$ cat src/rtl/multicycle_controller.sv
// Main control FSM for the multicycle MIPS datapath.
// Sequences the shared ALU, memory port and IR over 3-5 cycles per
// instruction and derives the PC load enable from pcWrite/branch/zero.
// All outputs are combinational from state, reset, memReady, opcode, zero.
module multicycle_controller #(
  parameter int OPW = 6
) (
  input  logic           clk,
  input  logic           reset,
  input  logic [OPW-1:0] opcode,
  input  logic           zero,
  input  logic           memReady,
  output logic           iorD,
  output logic           irWrite,
  output logic           memWrite,
  output logic           regWrite,
  output logic           regDst,
  output logic           memToReg,
  output logic           aluSrcA,
  output logic [1:0]     aluSrcB,
  output logic [1:0]     aluOp,
  output logic [1:0]     pcSrc,
  output logic           pcEn,
  output logic           instrDone,
  output logic           illegalOp,
  output logic [3:0]     state
);

  localparam logic [OPW-1:0] OP_RTYPE = OPW'(6'b000000);
  localparam logic [OPW-1:0] OP_LW    = OPW'(6'b100011);
  localparam logic [OPW-1:0] OP_SW    = OPW'(6'b101011);
  localparam logic [OPW-1:0] OP_BEQ   = OPW'(6'b000100);
  localparam logic [OPW-1:0] OP_BNE   = OPW'(6'b000101);
  localparam logic [OPW-1:0] OP_ADDI  = OPW'(6'b001000);
  localparam logic [OPW-1:0] OP_J     = OPW'(6'b000010);

  typedef enum logic [3:0] {
    FETCH   = 4'd0,
    DECODE  = 4'd1,
    MEMADR  = 4'd2,
    MEMRD   = 4'd3,
    MEMWB   = 4'd4,
    MEMWR   = 4'd5,
    EXECUTE = 4'd6,
    ALUWB   = 4'd7,
    BRANCH  = 4'd8,
    ADDIEX  = 4'd9,
    ADDIWB  = 4'd10,
    JUMP    = 4'd11
  } stateT;

  // Full control word for one cycle; pcWrite/branchEq/branchNe stay internal
  // and are folded into pcEn.
  typedef struct packed {
    logic       iorD;
    logic       irWrite;
    logic       memWrite;
    logic       regWrite;
    logic       regDst;
    logic       memToReg;
    logic       aluSrcA;
    logic [1:0] aluSrcB;
    logic [1:0] aluOp;
    logic [1:0] pcSrc;
    logic       pcWrite;
    logic       branchEq;
    logic       branchNe;
    logic       instrDone;
    logic       illegalOp;
  } ctrlT;

  stateT curState, nextState;
  ctrlT  ctrl;

  logic isRtype, isLw, isSw, isBeq, isBne, isAddi, isJ, isLegal;

  // Opcode decode; only consumed in DECODE, MEMADR and BRANCH.
  always_comb begin
    isRtype = (opcode == OP_RTYPE);
    isLw    = (opcode == OP_LW);
    isSw    = (opcode == OP_SW);
    isBeq   = (opcode == OP_BEQ);
    isBne   = (opcode == OP_BNE);
    isAddi  = (opcode == OP_ADDI);
    isJ     = (opcode == OP_J);
    isLegal = isRtype | isLw | isSw | isBeq | isBne | isAddi | isJ;
  end

  // State register: the only storage in the block.
  always_ff @(posedge clk) begin
    if (reset) curState <= FETCH;
    else       curState <= nextState;
  end

  // Next-state logic; unreachable encodings fall back to FETCH.
  always_comb begin
    nextState = FETCH;
    case (curState)
      FETCH:   nextState = memReady ? DECODE : FETCH;
      DECODE: begin
        if (isLw | isSw)        nextState = MEMADR;
        else if (isRtype)       nextState = EXECUTE;
        else if (isBeq | isBne) nextState = BRANCH;
        else if (isAddi)        nextState = ADDIEX;
        else if (isJ)           nextState = JUMP;
        else                    nextState = FETCH;
      end
      // IR is stable here, so the opcode is still lw or sw; anything else
      // would be a corrupted IR and is abandoned.
      MEMADR: begin
        if (isLw)      nextState = MEMRD;
        else if (isSw) nextState = MEMWR;
        else           nextState = FETCH;
      end
      MEMRD:   nextState = memReady ? MEMWB : MEMRD;
      MEMWR:   nextState = memReady ? FETCH : MEMWR;
      EXECUTE: nextState = ALUWB;
      ADDIEX:  nextState = ADDIWB;
      MEMWB, ALUWB, ADDIWB, BRANCH, JUMP: nextState = FETCH;
      default: nextState = FETCH;
    endcase
  end

  // Moore control word per state, with memReady gating the memory-side
  // enables; reset clears everything including mux selects.
  always_comb begin
    ctrl = '0;
    case (curState)
      FETCH: begin
        ctrl.aluSrcB = 2'b01;
        ctrl.irWrite = memReady;
        ctrl.pcWrite = memReady;
      end
      DECODE: begin
        ctrl.aluSrcB   = 2'b11;
        ctrl.illegalOp = ~isLegal;
      end
      MEMADR: begin
        ctrl.aluSrcA = 1'b1;
        ctrl.aluSrcB = 2'b10;
      end
      MEMRD: ctrl.iorD = 1'b1;
      MEMWB: begin
        ctrl.memToReg  = 1'b1;
        ctrl.regWrite  = 1'b1;
        ctrl.instrDone = 1'b1;
      end
      MEMWR: begin
        ctrl.iorD      = 1'b1;
        ctrl.memWrite  = memReady;
        ctrl.instrDone = memReady;
      end
      EXECUTE: begin
        ctrl.aluSrcA = 1'b1;
        ctrl.aluOp   = 2'b10;
      end
      ALUWB: begin
        ctrl.regDst    = 1'b1;
        ctrl.regWrite  = 1'b1;
        ctrl.instrDone = 1'b1;
      end
      BRANCH: begin
        ctrl.aluSrcA   = 1'b1;
        ctrl.aluOp     = 2'b01;
        ctrl.pcSrc     = 2'b01;
        ctrl.instrDone = 1'b1;
        ctrl.branchEq  = isBeq;
        ctrl.branchNe  = isBne;
      end
      ADDIEX: begin
        ctrl.aluSrcA = 1'b1;
        ctrl.aluSrcB = 2'b10;
      end
      ADDIWB: begin
        ctrl.regWrite  = 1'b1;
        ctrl.instrDone = 1'b1;
      end
      JUMP: begin
        ctrl.pcSrc     = 2'b10;
        ctrl.pcWrite   = 1'b1;
        ctrl.instrDone = 1'b1;
      end
      default: ctrl = '0;
    endcase
    if (reset) ctrl = '0;
  end

  // Output mapping; pcEn combines unconditional and conditional PC loads.
  always_comb begin
    iorD      = ctrl.iorD;
    irWrite   = ctrl.irWrite;
    memWrite  = ctrl.memWrite;
    regWrite  = ctrl.regWrite;
    regDst    = ctrl.regDst;
    memToReg  = ctrl.memToReg;
    aluSrcA   = ctrl.aluSrcA;
    aluSrcB   = ctrl.aluSrcB;
    aluOp     = ctrl.aluOp;
    pcSrc     = ctrl.pcSrc;
    instrDone = ctrl.instrDone;
    illegalOp = ctrl.illegalOp;
    pcEn      = ctrl.pcWrite | (ctrl.branchEq & zero) | (ctrl.branchNe & ~zero);
    state     = curState;
  end

endmodule

$ cat config.mk
export PLATFORM = sky130hd
export DESIGN_NAME = multicycle_controller
export DESIGN_NICKNAME = d
export VERILOG_FILES = /design/src/rtl/multicycle_controller.sv
export SDC_FILE = /design/constraint.sdc
export NUM_CORES = 1
export LEC_CHECK = 0
export BUFFER_PORTS_ARGS = -buffer_cell sky130_fd_sc_hd__buf_2
export CAP_MARGIN = 0
export CORE_MARGIN = 3
export CORE_UTILIZATION = 40
export DETAILED_ROUTE_END_ITERATION = 16
export PLACE_DENSITY = 0.75
export SLEW_MARGIN = 40
export SYNTH_ARGS = -nofsm -noshare
export SYNTH_HDL_FRONTEND = slang
export SYNTH_SLANG_ARGS = --single-unit
$ cat constraint.sdc
create_clock -name clk -period 1.5 [get_ports clk]
set_input_delay 0.225 -clock clk [delete_from_list [all_inputs] [get_ports clk]]
set_output_delay 0.225 -clock clk [all_outputs]
set_load 0.01 [all_outputs]
-- Word-level counts from Yosys, hierarchy flattened
Index checks and enable logic that the tools add are counted.
- register bits after elaboration: 4
- input bits: 10
- equal/unequal tests: 17
- mux-type cells: 26
- bitwise gates (word level): 14
- reductions and logical operators: 7
- operators with widths (cell ; number):
    $pmux W4 S7 ; 1
    $mux W4 ; 5
    $mux W18 ; 1
    $eq A4 B3 Y1 const B ; 4
    $eq A4 B4 Y1 const B ; 4
    $eq A6 B3 Y1 const B ; 2
    $eq A6 B6 Y1 const B ; 2
    $mux W3 ; 4
    $or A1 B1 Y1 ; 10
    $mux W1 ; 9
    $eq A4 B2 Y1 const B ; 2
    $pmux W2 S2 ; 2
    $eq A6 B2 Y1 const B ; 1
    $eq A6 B4 Y1 const B ; 1
    $logic_not A6 Y1 ; 1
    $pmux W2 S3 ; 1
    $reduce_or A5 Y1 ; 1
    $eq A4 B1 Y1 const B ; 1
    $logic_not A4 Y1 ; 1
    $pmux W1 S2 ; 2
    $reduce_or A2 Y1 ; 2
    $reduce_or A4 Y1 ; 1
    $reduce_or A3 Y1 ; 1
    $and A1 B1 Y1 ; 2
    2 further kinds ; 3

-- Depth between registers and ports, before layout
Gate-level depths: netlist of run 1.
- depth after elaboration: 13
- mapped depth: 6
- gate-level depth less buffers: 4

-- Worst setup path before layout of run 1
Ideal clock, no wire load.
- path kind: flip-flop to output port
- start point: register curState[2], in the netlist state[2]
- end point: output memWrite
- arrival: 1329 ps
- required time: 1275 ps
- slack: -54 ps
- cell stages (with the launch flop): 4
- path buffers: 2
- cell sequence: dfxtp_1 -> buf_2 -> buf_1 -> nor4b_1
- word-level cells in the longest chain between the ends: 3
- RTL lines (item ; line ; text):
    start: declaration ; 72 ; stateT curState, nextState;
    start signal: assignment ; 92 ; else curState <= nextState;
    $eq A4 B3 Y1 ; 128 ; case (curState)
    $mux W1 ; 128 ;
    $mux W18 ; 185 ; if (reset) ctrl = '0;
    end: declaration ; 15 ; output logic memWrite,
No other way between the ends.

-- Final worst setup path of run 1
- start point: register curState[3], in the netlist state[3]
- end point: output aluSrcB[1]
- word-level cells in the longest chain between the ends: 4
- RTL lines (item ; line ; text):
    $eq A4 B2 Y1 / $eq A4 B4 Y1 (equally long branches) ; 128 ;
    $reduce_or A2 Y1 (no source line) ; - ;
    $pmux W2 S3 * ; 128 ;
    $mux W18 * ; 185 ;
    end: declaration ; 20 ; output logic [1:0] aluSrcB,
Every way passes the cells marked *; elsewhere a longest branch is shown, timed or not.

==> results of run 1 <==
-- worst max-delay path: stages (launching register included) --
cell     delay (ns)
dfxtp_4        0.35
buf_6          0.13
buf_6          0.11
nor2_4         0.09
nor2_1         0.05
nor3_1         0.17
buf_2          0.17
-- area by class of cell --
type | instances | area [um2] | share of cell area [%]
Inverter | 1 | 3.754 | 0.3322
Sequential cell | 4 | 92.59 | 8.195
Tap cell | 16 | 20.02 | 1.772
Multi-Input combinational cell | 84 | 649.4 | 57.48
Clock buffer | 3 | 22.52 | 1.993
Timing Repair Buffer | 50 | 341.6 | 30.23
-- metrics by stage --
stage	utilization (%)	worst slack [ns]	setup TNS [ns]
floorplan	-	0.03105	0
global placement	56.98	0.04709	0
detailed placement	56.98	0.02108	0
CTS	68.62	-0.04649	-0.1719
global route	72.47	-0.1312	-0.7039
finish	72.47	-0.04150	-0.1562
-- cells in the final DEF (no fill, tap or decap), types with 3 or more instances in the layout --
cell type,instances
nor3_1,6
buf_6,7
a21oi_1,8
buf_2,29
nor2b_1,3
buf_4,13
nand3b_1,3
nor2_1,10
nand2_1,4
clkbuf_4,3
nand2b_4,5
o21ai_0,3
dfxtp_4,3
-- timing repair --
action,in CTS,in global routing
setup buffers,10,1
hold endpoints to repair,0,0
endpoints found under the setup margin,14,14
resized for setup,22,12
pin swaps,6,5
-- worst paths after layout --
| kind | startpoint | to | slack [ns] | cells past startpoint |
|---|---|---|---|---|
| setup reg to reg | state[1] | state[0] | 0.08 | 6 |
| setup / recovery | state[3] | aluSrcB[1] | -0.04 | 6 |
| hold reg to reg | state[3] | state[3] | 0.68 | 3 |
| hold / removal | opcode[4] | state[3] | 0.39 | 4 |
-- kinds of logic after synthesis --
logic type / share of synthesized area, %
simple gates: 49.91
compound gates: 23.51
mux: 1.627
xor+xnor: 3.798
flops: 11.57
buf+inv: 9.584
-- per-layer routing --
layer	vias up	share of wire (%)	global-route usage (%)	wire, um
met5	-	0	0	0
met4	0	1.7	6.452	38
met3	4	6.2	5.263	141
met2	40	49	36.10	1111
met1	418	44	25.78	998
li1	456	-	-	-
-- power groups by stage --
stage                     logic (W)  registers [W]  clock network (W)
after floorplan           0.0000821       0.000116                  0
after global placement     0.000126       0.000115                  0
after detailed placement   0.000129       0.000115                  0
after CTS                  0.000146       0.000112           0.000148
after global routing       0.000170       0.000109           0.000156
final                      0.000156       0.000109           0.000142
==> impl_metrics.toml, run 1 <==
[outcome]
status = "finished, violations left"
violations = "negative setup slack"

[floorplanning]
die_width_um = 47.59
io_pins = 30
initial_core_util_pct = 44.38
dieArea_um2 = 2265
core_um2 = 1559
placementRows = 14
die_y_um = 47.59

[setup_path]
end_kind = "primary output"
critPathMaxFanout = 4
start_kind = "flip-flop"
critical_path_class = "flip-flop to primary output"
arrival_ns = 1.32
worstPathRequired_ns = 1.27

[global_route]
track_usage_pct = 21.05
antenna_found_initial = 0
grt_pass1_wl_um = 3436
grt_max_degree = 14
overflow = 0
grt_pass1_vias = 804

[sta]
hold_ws_ns = 0.3935
finalSetupViolCount = 7
maxSlewHeadroom_pct = 77.75
grt_setup_unrepaired = "yes"
worstMarginPinSlew_ns = 0.3307
fin_skew_ns = 0.002213
hold_violations = 0
setup_slack_ns = -0.04150
fin_crit_ns = 1.542
fin_crit_sh_pct = 102.8
clock.fmax_ghz = 0.6487
drv_slew = 0

[cells_and_area]
final_cell_area_um2 = 1130
largest_register_ffs = 4
fill_cells = 119
fin_nets = 154
diodes = 0
drive_gt1_share_pct = 55.63
area_delta_synth_final_pct = 63.29
fin_cells = 158

[drt]
ant_nets = 0
via_per_inst = 5.810
firstDrtPassIters = 4
wl_per_cell_um = 14.49
vias = 918
drt_first_iter_violations = 17
drc = 0
wl_um = 2289

[logic_synthesis]
synth_top_area_share_pct = 11.57
ys_top_cells_by_count = "nor2_1, a21oi_1, nor3_1"
ys_ff_latch = 4
synthesis.nets = 110
synth_edf_count = 0
synth_cell_type_count = 39
seq_area_frac_synth_pct = 11.57
synth_ff_type = "dfxtp_1"
synth.most_common_cell = "nor2_1"
synth_area_leader_cell = "dfxtp_1"
netlist_top_cells_area = "dfxtp_1, nor2_1, a21oi_1"
ys.warnings.count = 0
synthArstFlopShare_pct = 0
syn_inst = 100
syn_area_um2 = 691.9
synth_area_per_cell_um2 = 6.919

[pwr]
p_sw_share_pct = 34.48
power.density_nw_per_um2 = 360.4
p_seq_share_pct = 26.8
p_int_w = 0.0002668
pwr-share-clk_pct = 35.0
comb_power_share_pct = 38.2
switching_power_w = 0.0001404
irDropWorstVdd_mv = 0.4275
power_w = 0.0004071
leakagePower_nw = 0.4771

[cts]
cts_hold_buf = 0
cts_tree = "done"
cts_buffer_depth = 2
clk_latency_ns = 0.24
cts_buffers = 3
clk_pin_slew_worst_paths_ns = 0.04
cts-root-buf = "clkbuf_4"
clock-sinks = 4
cts_htree_levels = 1

[placement]
port_buffers = 29
dp.cells = 144
hpwlAfterDp_um = 1484
finalWeightedCongestion = 0.9001
dpl_cell_area_um2 = 888.4

[run]
maxCapViolations = 0

[hold_path]
hp-class = "input pin to flip-flop"
(Power assumes the default switching activity.)
==> run 2, diff against run 1 <==
CTS_BUF_LIST = sky130_fd_sc_hd__clkbuf_8   (was unset)
==> impl_metrics.toml, run 2 (synthesis results as in run 1) <==
[sta]
hold_violations = 0
drv_slew = 0
maxSlewHeadroom_pct = 77.34
clock.fmax_ghz = 0.6508
fin_crit_ns = 1.537
setup_slack_ns = -0.03667
finalSetupViolCount = 3
fin_skew_ns = 0.004512
fin_crit_sh_pct = 102.4
grt_setup_unrepaired = "yes"
worstMarginPinSlew_ns = 0.3367

[cells_and_area]
regArea_um2 = 90.09
diodes = 0
multi_input_area_um2 = 618.1
final_common_cell = "buf_2"
area_delta_synth_final_pct = 56.24
fin_nets = 152
fill_cells = 128
drive_gt1_share_pct = 52.86
final_cell_mix = "buf_2, buf_4, nor2_1, a21oi_1, nor3_1"
final_cell_area_um2 = 1081
largest_register_ffs = 4

[pwr]
p_seq_share_pct = 22.9
irDropWorstVdd_mv = 0.5662
leakagePower_nw = 0.4693
comb_power_share_pct = 29.9
p_int_w = 0.0003457
power_w = 0.0004894
pwr-share-clk_pct = 47.2
power.density_nw_per_um2 = 452.7
p_sw_share_pct = 29.36
switching_power_w = 0.0001437

[cts]
cts-root-buf = "clkbuf_8"
clock-sinks = 4
cts_buffer_depth = 2
cts_hold_buf = 0
clk_pin_slew_worst_paths_ns = 0.03
cts_htree_levels = 1
cts_tree = "done"
cts_buffers = 3
clk_latency_ns = 0.22

[setup_path]
max_stage_delay_ns = 0.35
arrival_ns = 1.31
cpMaxStageDelayCell = "dfxtp_4"
end_kind = "primary output"
reg2reg_depth = 6
path_cells = "buf_6 -> nand2b_4 -> nand3b_1 -> a21oi_1 -> buf_2"
worstPathRequired_ns = 1.27
critPathMaxFanout = 4
critical_path_class = "flip-flop to primary output"
start_kind = "flip-flop"

[global_route]
grt_max_degree = 14
antenna_found_initial = 0
overflow = 0
track_usage_pct = 19.74
grt_pass1_wl_um = 3236
grt_pass1_vias = 757

[floorplanning]
initial_core_util_pct = 44.38
io_pins = 30
dieArea_um2 = 2265
placementRows = 14
die_y_um = 47.59
core_um2 = 1559
die_width_um = 47.59

[drt]
ant_nets = 0
drc = 0
wl_per_cell_um = 14.13
wl_um = 2205
firstDrtPassIters = 4
vias = 888
drt_first_iter_violations = 26
via_per_inst = 5.692

[placement]
finalWeightedCongestion = 0.9001
port_buffers = 29
dpl_cell_area_um2 = 888.4
hpwlAfterDp_um = 1484

[hold_path]
hold_depth = 4
hp-class = "input pin to flip-flop"

[outcome]
violations = "negative setup slack"
status = "finished, violations left"

[run]
maxCapViolations = 0
## run 2: cell types whose count changed in the layout (fill, tap and decap cells not counted), moves of 3 or more
cell and delta:
buf_6 -5, buf_4 +3, clkbuf_8 +3, clkbuf_4 -3
## run 2: cell type report
type,count,area share [%]
clock buffer,3,3.819
inverter,1,0.3472
timing repair buffer,48,28.47
sequential,4,8.333
tap,16,1.852
multi-input combinational,84,57.18
## run 2: stage by stage
stage                TNS, ns  hold slack [ns]  instances  setup slack [ns]  util [%]
finish              -0.05476           0.4064        156          -0.03667     69.34
global route         -0.4857           0.4175        156          -0.06954     69.34
CTS                 -0.03857           0.4051        155          -0.01816     67.74
detailed placement         0           0.6370        144           0.02108     56.98
global placement           0           0.6275        144           0.04709     56.98
floorplan                  0           0.3963        100           0.03105         -
## run 2: critical path, delay by kind of cell, from the launching register on
kind,cells,cell delay (ns)
DFF,1,0.35
and+or+nand+nor,2,0.32
buffers and inverters,2,0.27
AOI/OAI and AO/OA,1,0.15
## run 2: final timing paths
kind                            startpoint        to  slack [ns]
worst max-delay path              state[3]  regWrite       -0.04
worst min-delay path             opcode[4]  state[3]        0.41
worst max register to register    state[1]  state[0]        0.03
worst min register to register    state[3]  state[3]        0.66
## run 2: routing by layer
metal	up-vias	global-route usage [%]	part of all wire, %
met5	-	0	0
met4	0	4.301	0.91
met3	2	5.639	5.6
met2	32	33.42	49
met1	407	24.83	44
li1	447	-	-
## run 2: power groups by stage
| stage | Clock (W) | Sequential, W | Combinational (W) |
|---|---|---|---|
| floorplan | 0 | 0.000116 | 0.0000821 |
| global placement | 0 | 0.000115 | 0.000126 |
| detailed placement | 0 | 0.000115 | 0.000129 |
| CTS | 0.000236 | 0.000112 | 0.000141 |
| global route | 0.000248 | 0.000112 | 0.000160 |
| finish | 0.000231 | 0.000112 | 0.000146 |
## run 2: repair_timing
action | 4_1_cts | 5_1_grt
setup buffers | 8 | 1
resized for setup | 18 | 5
pin swaps | 1 | 3
setup endpoints to repair | 12 | 11
cloned | 0 | 0
